File: src/rtl/uvc_frame_sched.sv
// uvc_frame_sched: paces UVC iso frame starts to SOF slots and grants payloads per microframe
//   CLK_I/RST_I        clock, async active-high reset
//   SOF_I              SOF level; each rising edge is one microframe
//   ENABLE_I           streaming enabled
//   FIFO_EMPTY_I       endpoint FIFO empty
//   PKT_DONE_I         payload finished pulse
//   FRAME_END_I        last payload of frame pulse
//   FRAME_START_O      one-cycle frame start pulse
//   PKT_GRANT_O        packetizer may begin a payload
//   ACTIVE_O           frame in progress
//   FID_O              UVC frame-ID bit
//   UFRAME_O           microframe index 0..7
//   SOF_COUNT_O        11-bit USB frame number
//   PTS_O              timestamp latched at frame start
//   LATE_CNT_O         saturating count of slots missed while a frame was active
//   SKIP_CNT_O         saturating count of slots skipped on a non-empty FIFO
module uvc_frame_sched #(
    parameter int FRAME_INTERVAL  = 104,
    parameter int PKTS_PER_UFRAME = 1
) (
    input  logic        CLK_I,
    input  logic        RST_I,
    input  logic        SOF_I,
    input  logic        ENABLE_I,
    input  logic        FIFO_EMPTY_I,
    input  logic        PKT_DONE_I,
    input  logic        FRAME_END_I,
    output logic        FRAME_START_O,
    output logic        PKT_GRANT_O,
    output logic        ACTIVE_O,
    output logic        FID_O,
    output logic [2:0]  UFRAME_O,
    output logic [10:0] SOF_COUNT_O,
    output logic [31:0] PTS_O,
    output logic [7:0]  LATE_CNT_O,
    output logic [7:0]  SKIP_CNT_O
);
    localparam logic [1:0] S_IDLE   = 2'd0;
    localparam logic [1:0] S_WAIT   = 2'd1;
    localparam logic [1:0] S_STREAM = 2'd2;
    localparam logic [1:0] S_DRAIN  = 2'd3;

    logic [1:0]  state_q, state_d;
    logic        s0_q, s1_q;
    logic [15:0] ival_q, ival_d;
    logic [1:0]  budget_q, budget_d;
    logic [31:0] pts_q;
    logic [2:0]  uframe_q;
    logic [10:0] sof_count_q;
    logic        start_q, active_q, fid_q;
    logic [31:0] pts_lat_q;
    logic [7:0]  late_q, skip_q;
    logic        sof_rise, slot, start, skip, late, fend;

    assign sof_rise = s0_q & ~s1_q;
    assign slot     = sof_rise && (ival_q == 16'd0);
    assign start    = (state_q == S_WAIT) && ENABLE_I && slot && FIFO_EMPTY_I;
    assign skip     = (state_q == S_WAIT) && ENABLE_I && slot && !FIFO_EMPTY_I;
    // FRAME_END_I beats a coincident slot, so such a slot is never counted late
    assign late     = (state_q == S_STREAM) && slot && !FRAME_END_I;
    assign fend     = ((state_q == S_STREAM) && FRAME_END_I) ||
                      ((state_q == S_DRAIN) && (PKT_DONE_I || FRAME_END_I));

    always_comb begin
        state_d  = (state_q == S_IDLE)   ? (ENABLE_I ? S_WAIT : S_IDLE) :
                   (state_q == S_WAIT)   ? (!ENABLE_I ? S_IDLE : start ? S_STREAM : S_WAIT) :
                   (state_q == S_STREAM) ? (FRAME_END_I ? S_WAIT : !ENABLE_I ? S_DRAIN : S_STREAM) :
                                           (fend ? S_IDLE : S_DRAIN);
        ival_d   = (state_q == S_IDLE) ? 16'd0 :
                   !sof_rise ? ival_q :
                   (ival_q == 16'(FRAME_INTERVAL - 1)) ? 16'd0 : ival_q + 16'd1;
        // reload on SOF wins over a coincident done pulse
        budget_d = sof_rise ? 2'(PKTS_PER_UFRAME) :
                   (PKT_DONE_I && budget_q != 2'd0) ? budget_q - 2'd1 : budget_q;
    end

    always_ff @(posedge CLK_I or posedge RST_I) begin
        if (RST_I) begin
            state_q     <= S_IDLE;
            s0_q        <= 1'b0;
            s1_q        <= 1'b0;
            ival_q      <= 16'd0;
            budget_q    <= 2'd0;
            pts_q       <= 32'd0;
            uframe_q    <= 3'd0;
            sof_count_q <= 11'd0;
            start_q     <= 1'b0;
            active_q    <= 1'b0;
            fid_q       <= 1'b0;
            pts_lat_q   <= 32'd0;
            late_q      <= 8'd0;
            skip_q      <= 8'd0;
        end else begin
            state_q     <= state_d;
            s0_q        <= SOF_I;
            s1_q        <= s0_q;
            ival_q      <= ival_d;
            budget_q    <= budget_d;
            pts_q       <= pts_q + 32'd1;
            uframe_q    <= uframe_q + 3'(sof_rise);
            sof_count_q <= sof_count_q + 11'(sof_rise && uframe_q == 3'd7);
            start_q     <= start;
            active_q    <= start ? 1'b1 : fend ? 1'b0 : active_q;
            fid_q       <= fid_q ^ fend;
            pts_lat_q   <= start ? pts_q : pts_lat_q;
            late_q      <= late_q + 8'(late && late_q != 8'hff);
            skip_q      <= skip_q + 8'(skip && skip_q != 8'hff);
        end
    end

    assign FRAME_START_O = start_q;
    assign PKT_GRANT_O   = (state_q == S_STREAM) && (budget_q != 2'd0);
    assign ACTIVE_O      = active_q;
    assign FID_O         = fid_q;
    assign UFRAME_O      = uframe_q;
    assign SOF_COUNT_O   = sof_count_q;
    assign PTS_O         = pts_lat_q;
    assign LATE_CNT_O    = late_q;
    assign SKIP_CNT_O    = skip_q;
endmodule

File: config.mk
export PLATFORM = sky130hd
export DESIGN_NAME = uvc_frame_sched
export DESIGN_NICKNAME = d
export VERILOG_FILES = /design/src/rtl/uvc_frame_sched.sv
export SDC_FILE = /design/constraint.sdc
export NUM_CORES = 1
export LEC_CHECK = 0
export CAP_MARGIN = 20
export CELL_PAD_IN_SITES_DETAIL_PLACEMENT = 1
export CELL_PAD_IN_SITES_GLOBAL_PLACEMENT = 2
export CORE_MARGIN = 10
export CORE_UTILIZATION = 33
export CTS_CLUSTER_DIAMETER = 40
export DETAILED_ROUTE_END_ITERATION = 6
export PLACE_DENSITY_LB_ADDON = 0.08
export SLEW_MARGIN = 20
export SYNTH_ARGS = -nofsm -noshare
export SYNTH_HDL_FRONTEND = slang
export SYNTH_SLANG_ARGS = --single-unit
File: constraint.sdc
create_clock -name CLK_I -period 3.6 [get_ports CLK_I]
set_input_delay 0.54 -clock CLK_I [delete_from_list [all_inputs] [get_ports CLK_I]]
set_output_delay 0.54 -clock CLK_I [all_outputs]
set_load 0.03 [all_outputs]
== Word-level counts from Yosys, hierarchy flattened ==
Cells that the tools add are included.
W data, S select, Z words.

* Bits of input ports: 7
* Word-level logic and storage cells: 71
* Flip-flop bits (word level): 119

* Reduce and logical (&&, ||, !) cells: 24
* Bitwise operators: 3
* $add $sub $neg: 7
* Equal/unequal tests: 7
* Mux-type cells: 16

{| class="wikitable"
|+ Operators by type and width
! kind !! count
|-
| $mux W16 || 3
|-
| $add A32 B1 Y32 const B || 1
|-
| $mux W2 || 9
|-
| $add A16 B1 Y16 const B || 1
|-
| $add A8 B1 Y8 || 2
|-
| $eq A16 B7 Y1 const B || 1
|-
| $logic_not A16 Y1 || 1
|-
| $ne A8 B8 Y1 const B || 2
|-
| $logic_and A1 B1 Y1 || 14
|-
| $add A11 B1 Y11 || 1
|-
| $reduce_bool A2 Y1 || 4
|-
| $eq A2 B2 Y1 const B || 2
|-
| $mux W1 || 4
|-
| $add A3 B1 Y3 || 1
|-
| $eq A3 B3 Y1 const B || 1
|-
| $eq A2 B1 Y1 const B || 1
|-
| $logic_not A1 Y1 || 2
|-
| $logic_not A2 Y1 || 1
|-
| $logic_or A1 B1 Y1 || 2
|-
| $sub A2 B1 Y2 const B || 1
|-
| $and A1 B1 Y1 || 1
|-
| $not A1 Y1 || 1
|-
| $xor A1 B1 Y1 || 1
|}

== Longest topological paths before layout ==
Gate-level depths: netlist of run 1.

* Depth in word-level cells: 9
* Depth in mapped cells: 10
* Gate-level depth less buffers: 10

== Least setup slack after synthesis of run 1 ==
Ideal clock, no wire load.

* Path type: reg-to-reg
* Start point: reg ival_q[0]
* End point: reg skip_q[4], in the netlist SKIP_CNT_O[4]
* Library setup time: 0.133 ns
* Slack: 1.316 ns
* Data arrival time: 2.151 ns
* Period minus slack after synthesis: 2.284 ns
* Cell stages (with the launch flop): 11
* Cells stage by stage: dfrtp_1 -> inv_1 -> ha_1 -> nor4b_1 -> nand2_1 -> or2_2 -> nor4_1 -> ha_1 -> ha_1 -> nand3_1 -> xnor2_1

* Longest elaborated chain between the ends: 6

{| class="wikitable"
|+ Ends and longest elaborated chain
! item !! RTL line !! source
|-
| start, declared || 45 || <nowiki>logic [15:0] ival_q, ival_d;</nowiki>
|-
| start signal, assigned || 97 || <nowiki>ival_q <= ival_d;</nowiki>
|-
| $logic_not A16 Y1 || 56 || <nowiki>assign slot = sof_rise && (ival_q == 16'd0);</nowiki>
|-
| $logic_and A1 B1 Y1 || 56 ||
|-
| $logic_and A1 B1 Y1 (2 in a row) || 58 || <nowiki>assign skip = (state_q == S_WAIT) && ENABLE_I && slot && !FIFO_EMPTY_I;</nowiki>
|-
| $logic_and A1 B1 Y1 || 107 || <nowiki>skip_q <= skip_q + 8'(skip && skip_q != 8'hff);</nowiki>
|-
| $add A8 B1 Y8 || 107 ||
|-
| end signal, assigned || 107 ||
|-
| end, declared || 52 || <nowiki>logic [7:0] late_q, skip_q;</nowiki>
|}

Every way passes these cells.
A chain may end at the register's enable or synchronous reset.

== Worst setup path after layout of run 1 ==
* Start point: reg ival_q[3]
* End point: reg skip_q[4], in the netlist SKIP_CNT_O[4]

The elaborated chain is that of the path after synthesis.

==> results of run 1 <==
## critical path: cells and delay by family (launching register included)
kind	cells	cell delay, ns
DFF	1	0.44
xor gates and xnor gates	1	0.13
adders and majority gates	2	0.52
and+or+nand+nor	5	1.32
## flip-flops by register name, summed over array words and instances (netlist names), 2 cells and up
register     cells
state_q          2
UFRAME_O         3
budget_q         2
LATE_CNT_O       8
SKIP_CNT_O       8
PTS_O           32
pts_q           32
ival_q          16
SOF_COUNT_O     11
## cells in the mapped netlist (3+ instances only)
cell / n / share of area, %
nand4_1: 14 / 1.7
nand2_1: 22 / 1.6
xnor2_1: 41 / 7.1
ha_1: 12 / 2.9
nor2_1: 18 / 1.3
nor2b_1: 4 / 0.49
xor2_1: 20 / 3.4
buf_6: 3 / 0.66
nand2b_1: 4 / 0.49
mux2_2: 30 / 6.6
and2_1: 5 / 0.61
o21ai_0: 4 / 0.39
dfrtp_1: 119 / 59
or3_1: 3 / 0.37
nor3_1: 4 / 0.39
nand3_1: 27 / 2.7
nor4_1: 6 / 0.74
and3_1: 12 / 1.5
or4_1: 6 / 0.88
inv_1: 7 / 0.52
clkbuf_1: 6 / 0.44
and4_1: 11 / 1.9
o31ai_1: 6 / 0.88
a21oi_1: 10 / 0.98
## layout by cell type (no fill, tap or decap), drive strengths merged, types with 3 or more instances in the layout
cell type and count:
nand4 14, clkbuf 19, nor4 6, ha 12, clkinv 8, clkinvlp 4, nand2 22, and3 12
dfrtp 119, inv 6, nor3 5, a21oi 10, nand3 27, o21ai 6, nor2b 4, clkdlybuf4s50 72
mux2 32, o31ai 6, buf 6, or4 6, nand2b 4, and2 5, nor2 19, xnor2 41
xor2 20, or3 3, and4 11
## layer usage
| metal | wire length, um | part of all wire [%] |
|---|---|---|
| met5 | 0 | 0 |
| met4 | 208 | 1.7 |
| met3 | 693 | 5.8 |
| met2 | 5920 | 50 |
| met1 | 5100 | 43 |
## kinds of logic after synthesis
logic type	Yosys count	synth area share [%]
AOI/OAI and AO/OA	30	3.64
xor gates and xnor gates	61	10.5
adders and majority gates	12	2.95
buffers and inverters	17	1.72
DFF	119	58.5
muxes	32	7.08
and+or+nand+nor	141	15.6
## layout make-up
class,count,area [um^2]
clock buffer,19,453
clock inverter,13,130
fill,1584,8520
inverter,7,30.0
multi-input combinational,276,2020
sequential,119,2980
tap,188,235
timing repair buffer,78,778
## power groups by stage
stage	Combinational [W]	Sequential, W	Clock [W]
6_report	0.000480	0.00151	0.00167
5_1_grt	0.000521	0.00153	0.00178
4_1_cts	0.000496	0.00151	0.00171
3_5_place_dp	0.000494	0.00154	0
3_3_place_gp	0.000480	0.00153	0
2_1_floorplan	0.000125	0.00166	0
## worst paths after layout
check	slack (ns)	cells past startpoint	start	endpoint
worst max-delay path	1.07	8	ival_q[3]$_DFFE_PP0P_	SKIP_CNT_O[4]$_DFF_PP0_
worst min-delay path	0.37	0	s0_q$_DFF_PP0_	s1_q$_DFF_PP0_
worst max register to register	1.07	8	ival_q[3]$_DFFE_PP0P_	SKIP_CNT_O[4]$_DFF_PP0_
worst min register to register	0.37	0	s0_q$_DFF_PP0_	s1_q$_DFF_PP0_
max in group asynchronous	2.20	3	RST_I	PTS_O[30]$_DFFE_PP0P_
min in group asynchronous	0.61	2	RST_I	PTS_O[8]$_DFFE_PP0P_
## through the flow
step                      total power [W]  worst slack [ns]  cells  hold WS, ns
after global placement            0.00201              1.09    668        0.352
after detailed placement          0.00203              1.06    668        0.359
final                             0.00366              1.07    700        0.369
after global routing              0.00383             0.740    700        0.382
after floorplan                   0.00179              1.32    412        0.347
after CTS                         0.00372              1.04    700        0.372
==> run metrics, run 1 <==
crit start category flip-flop; post-synthesis async set-or-reset flop share 100%; Slew headroom 47.9%; gpl congestion 0.719; vias in the first global route 3781; final WL 11900 um; wire length per cell 17.0 um; mapped cell area 0.00509 mm^2; met2 GRT Util 20.1%; GRT Total Usage 12.2%; DIE HEIGHT 144 um; peak fanout along the critical path 6; Max Clk Rate 396 MHz; total number of vias 3509; max cap viols 0; combinational power share 13.1%; Post-Synthesis Cells 412; CTS Sinks 119; Clock Power Share 45.6%; Post-DP HPWL 8330 um; Core Area 0.0151 mm^2; Req. time, crit path 3.90 ns; Worst-Skew Late Latency 0.42 ns; Tcrit/Tclk final 70.2%; CTS tree yes; Synth Register Bits 119; CTS clk-pin slew, worst paths 0.05 ns; # setup viols final 0; switch share 26.8%; Num CTS Buffers 17; DRC Markers 0; Most Crowded Layer GR met2; Util after Layout 43.8%; max-slew violation count 0; Period minus WS final 2.53 ns; row cnt 45; RSZ-0062 raised after global routing no; fraction of layout instances using a drive strength above 1 14.1%; Resized Gates After CTS 0; CP max-delay cell dfrtp_1; Final ANT Viol Nets 0; Max Root-Sink Buffers 2; critical-path cell list nor4_1 > nand3_1 > or2_2 > nor4_1 > ha_1 > ha_1 > nand3_1 > xnor2_1; met1 Usage GRT 13.9%; Pwr Density 552 mW/mm^2; first-pass GRT wire length 19900 um; Worst Hold Class reg -> reg; WP data arrival 2.83 ns; cell-internal power 0.00267 W; GR Layer Usage met3 4.62%; static leakage 2.97 nW; initial antenna violation count 0; Antenna diodes 0; sequential fraction of the synthesis area 58.5%; Netlist cell types 37; Net Sw Power 0.000981 W; P&R area growth vs syn 30.2%; Setup Skew 0.00823 ns; actual slew at the worst max-slew pin 0.779 ns; Final #Nets 518; Crit Path Category reg -> reg; PortBufs 72; Reg power frac 41.3%; H-Tree Depth 4; pin count of the biggest net entering global routing 43; Max stage delay on crit path 0.44 ns; Hold-fix buffers, CTS 0; Initial DRC Count 177; EDFF count, synth 0; setup bufs post-CTS 0; syn_nets 431; setup TNS 0 ns; syn_area_per_cell 12.4 um^2; CTS root buffer clkbuf_16; Initial Utilization 33.6%; status finished, final reports clean; CP Capture Type flip-flop; fin area 0.00663 mm^2; io pins 73; routed vias/inst 5.01; final hold violations 0; global route overflow 0; die area 0.0208 mm^2; main flop type after synthesis dfrtp_1; VDD IR max 343 uV; dpl cell area 0.00605 mm^2; Detailed Routing Iterations Pass 1 4; Synth Warn # 0; Die W 144 um
Power figures use the tool's default switching activity.
==> run 2, diff against run 1 <==
clock period = 2.3 ns   (was 3.6 ns; I/O delays follow)
==> run 2 against run 1 <==
  * Register-to-register slack lost 0.89 ns
  * Maximum frequency up 19%
  * Hold slack lost 0.0045 ns
  * Routed wire length down 0.54%
  * Sequential share of layout area down 1.8 points
  * Final area increased by 4.2%
  * Via count grew 0.94%
  * Critical path depth grew 2
  * Sequential power grew 56%
  * Final cell count rose by 2.6%
  * Die area unchanged
  * Largest cell class unchanged
  * Largest power group unchanged
==> run metrics, run 2 (synthesis results as in run 1) <==
status finished, final reports clean (unchanged); fin area 0.00691 mm^2 (was 0.00663 mm^2); Max Clk Rate 472 MHz (was 396 MHz); min setup slack post-route 0.183 ns (was 1.07 ns); initial antenna violation count 0 (unchanged); first-pass GRT wire length 20000 um (was 19900 um); VDD IR max 365 uV (was 343 uV); global route overflow 0 (unchanged); CTS root buffer clkbuf_16 (unchanged); Net Sw Power 0.00148 W (was 0.000981 W); switch share 24.6% (was 26.8%); Pwr Density 871 mW/mm^2 (was 552 mW/mm^2); io pins 73 (unchanged); CTS clk-pin slew, worst paths 0.05 ns (about the same); Placed Instances 687 (was 668); vias in the first global route 3817 (was 3781); Num CTS Buffers 17 (unchanged); peak fanout along the critical path 3 (was 6); cell-internal power 0.00453 W (was 0.00267 W); Initial Utilization 33.6% (unchanged); CTS tree yes (unchanged); max-slew violation count 0 (unchanged); pin count of the biggest net entering global routing 120 (was 43); Req. time, crit path 2.60 ns (was 3.90 ns); dpl cell area 0.00620 mm^2 (was 0.00605 mm^2); static leakage 3.11 nW (was 2.97 nW); Final ANT Viol Nets 0 (unchanged); Setup Skew 0.00467 ns (was 0.00823 ns); # setup viols final 0 (unchanged); setup bufs post-CTS 0 (unchanged); WHS 0.364 ns (was 0.369 ns); Core Area 0.0151 mm^2 (unchanged); PortBufs 72 (unchanged); Reg power frac 39.3% (was 41.3%); RSZ-0062 raised after global routing no (unchanged); Die W 144 um (unchanged); actual slew at the worst max-slew pin 0.647 ns (was 0.779 ns); commonest cells after routing, fill and taps aside 119 x dfrtp_1, 71 x clkdlybuf4s50_1, 41 x xnor2_1, 30 x mux2_2, 27 x nand3_1 (was 119 x dfrtp_1, 72 x clkdlybuf4s50_1, 41 x xnor2_1, 30 x mux2_2, 27 x nand3_1); H-Tree Depth 4 (unchanged); dpl ws -0.0184 ns (was 1.06 ns); gpl congestion 0.736 (was 0.719); reg2reg path depth 10 (was 8); crit start category flip-flop (unchanged); GRT Total Usage 12.3% (was 12.2%); max cap viols 0 (unchanged); WP data arrival 2.42 ns (was 2.83 ns); DRC Markers 0 (unchanged); Initial DRC Count 189 (was 177); fraction of layout instances using a drive strength above 1 17.9% (was 14.1%); Period minus WS final 2.12 ns (was 2.53 ns); Max Root-Sink Buffers 2 (unchanged); Tcrit/Tclk final 92.0% (was 70.2%); fin cells 718 (was 700); fillers 1588 (was 1584); Worst Hold Class reg -> reg (unchanged); final hold violations 0 (unchanged); routed vias/inst 4.93 (was 5.01); total number of vias 3542 (was 3509); Util after Layout 45.6% (was 43.8%); Worst-Skew Late Latency 0.42 ns (about the same); Post-DP HPWL 8270 um (was 8330 um); CP Capture Type flip-flop (unchanged); Slew headroom 56.9% (was 47.9%); die area 0.0208 mm^2 (unchanged); wire length per cell 16.5 um (was 17.0 um); hold path depth 0 (unchanged); Detailed Routing Iterations Pass 1 4 (unchanged); CTS Sinks 119 (unchanged); DIE HEIGHT 144 um (unchanged); Crit Path Category reg -> reg (unchanged); final WL 11900 um (about the same); Antenna diodes 0 (unchanged); combinational power share 12.7% (was 13.1%); most common cell after layout, fill and taps aside dfrtp_1 (unchanged); row cnt 45 (unchanged); P&R area growth vs syn 35.7% (was 30.2%); Final #Nets 537 (was 518); Clock Power Share 48.0% (was 45.6%)
-- run 2: worst max-delay path, stage by stage (launching register included) --
cell and delay [ns]:
dfrtp_1 0.39, inv_2 0.06, ha_1 0.13, nor4b_2 0.17
nand2_1 0.10, or2_4 0.28, nor4_4 0.26, ha_2 0.24
ha_4 0.14, nand3_1 0.10, xnor2_1 0.14
-- run 2: cell type report --
class / instances / area, um^2 / share of cell area, %
multi-input cells: 276 / 2090 / 30.3
flip-flops and latches: 119 / 2980 / 43.1
repair buffers: 97 / 936 / 13.6
clock inverters: 8 / 169 / 2.45
inverters: 7 / 30.0 / 0.435
clock buffers: 23 / 468 / 6.78
well taps: 188 / 235 / 3.41
-- run 2: metrics by stage --
step / setup TNS (ns) / power, W
finish: 0 / 0.00601
global route: 0 / 0.00627
CTS: 0 / 0.00610
detailed placement: -0.0303 / 0.00317
floorplan: 0 / 0.00280
global placement: 0 / 0.00315
-- run 2: repair_timing --
action / 4_1_cts / 5_1_grt
pin swaps: 0 / 6
hold buffers: 0 / 0
resized for setup: 2 / 12
cloned: 0 / 0
endpoints found under the setup margin: 3 / 12
-- run 2: routing by layer --
metal | vias to the layer above | GRT usage, % | share of wire [%]
met4 | 0 | 5.85 | 1.8
li1 | 1671 | - | -
met3 | 15 | 4.26 | 5.4
met5 | - | 0 | 0
met1 | 1798 | 14.4 | 43
met2 | 58 | 19.8 | 50
-- run 2: worst paths after layout --
check / startpoint / end / slack [ns]
worst max-delay path: ival_q[1]$_DFFE_PP0P_ / SKIP_CNT_O[6]$_DFF_PP0_ / 0.18
worst min-delay path: s0_q$_DFF_PP0_ / s1_q$_DFF_PP0_ / 0.36
worst max register to register: ival_q[1]$_DFFE_PP0P_ / SKIP_CNT_O[6]$_DFF_PP0_ / 0.18
worst min register to register: s0_q$_DFF_PP0_ / s1_q$_DFF_PP0_ / 0.36
max in group asynchronous: RST_I / UFRAME_O[0]$_DFF_PP0_ / 1.34
min in group asynchronous: RST_I / pts_q[3]$_DFF_PP0_ / 0.47
-- run 2: power groups by stage --
stage / sequential, W / clock [W] / combinational, W
2_1_floorplan: 0.00260 / 0 / 0.000196
3_3_place_gp: 0.00239 / 0 / 0.000759
3_5_place_dp: 0.00240 / 0 / 0.000773
4_1_cts: 0.00236 / 0.00296 / 0.000775
5_1_grt: 0.00238 / 0.00306 / 0.000826
6_report: 0.00236 / 0.00289 / 0.000763
==> run 3, diff against run 2 <==
SLEW_MARGIN = not set   (was 20)
==> results of run 3 <==
Final layout, timing and power as in run 2 (identical DEF).
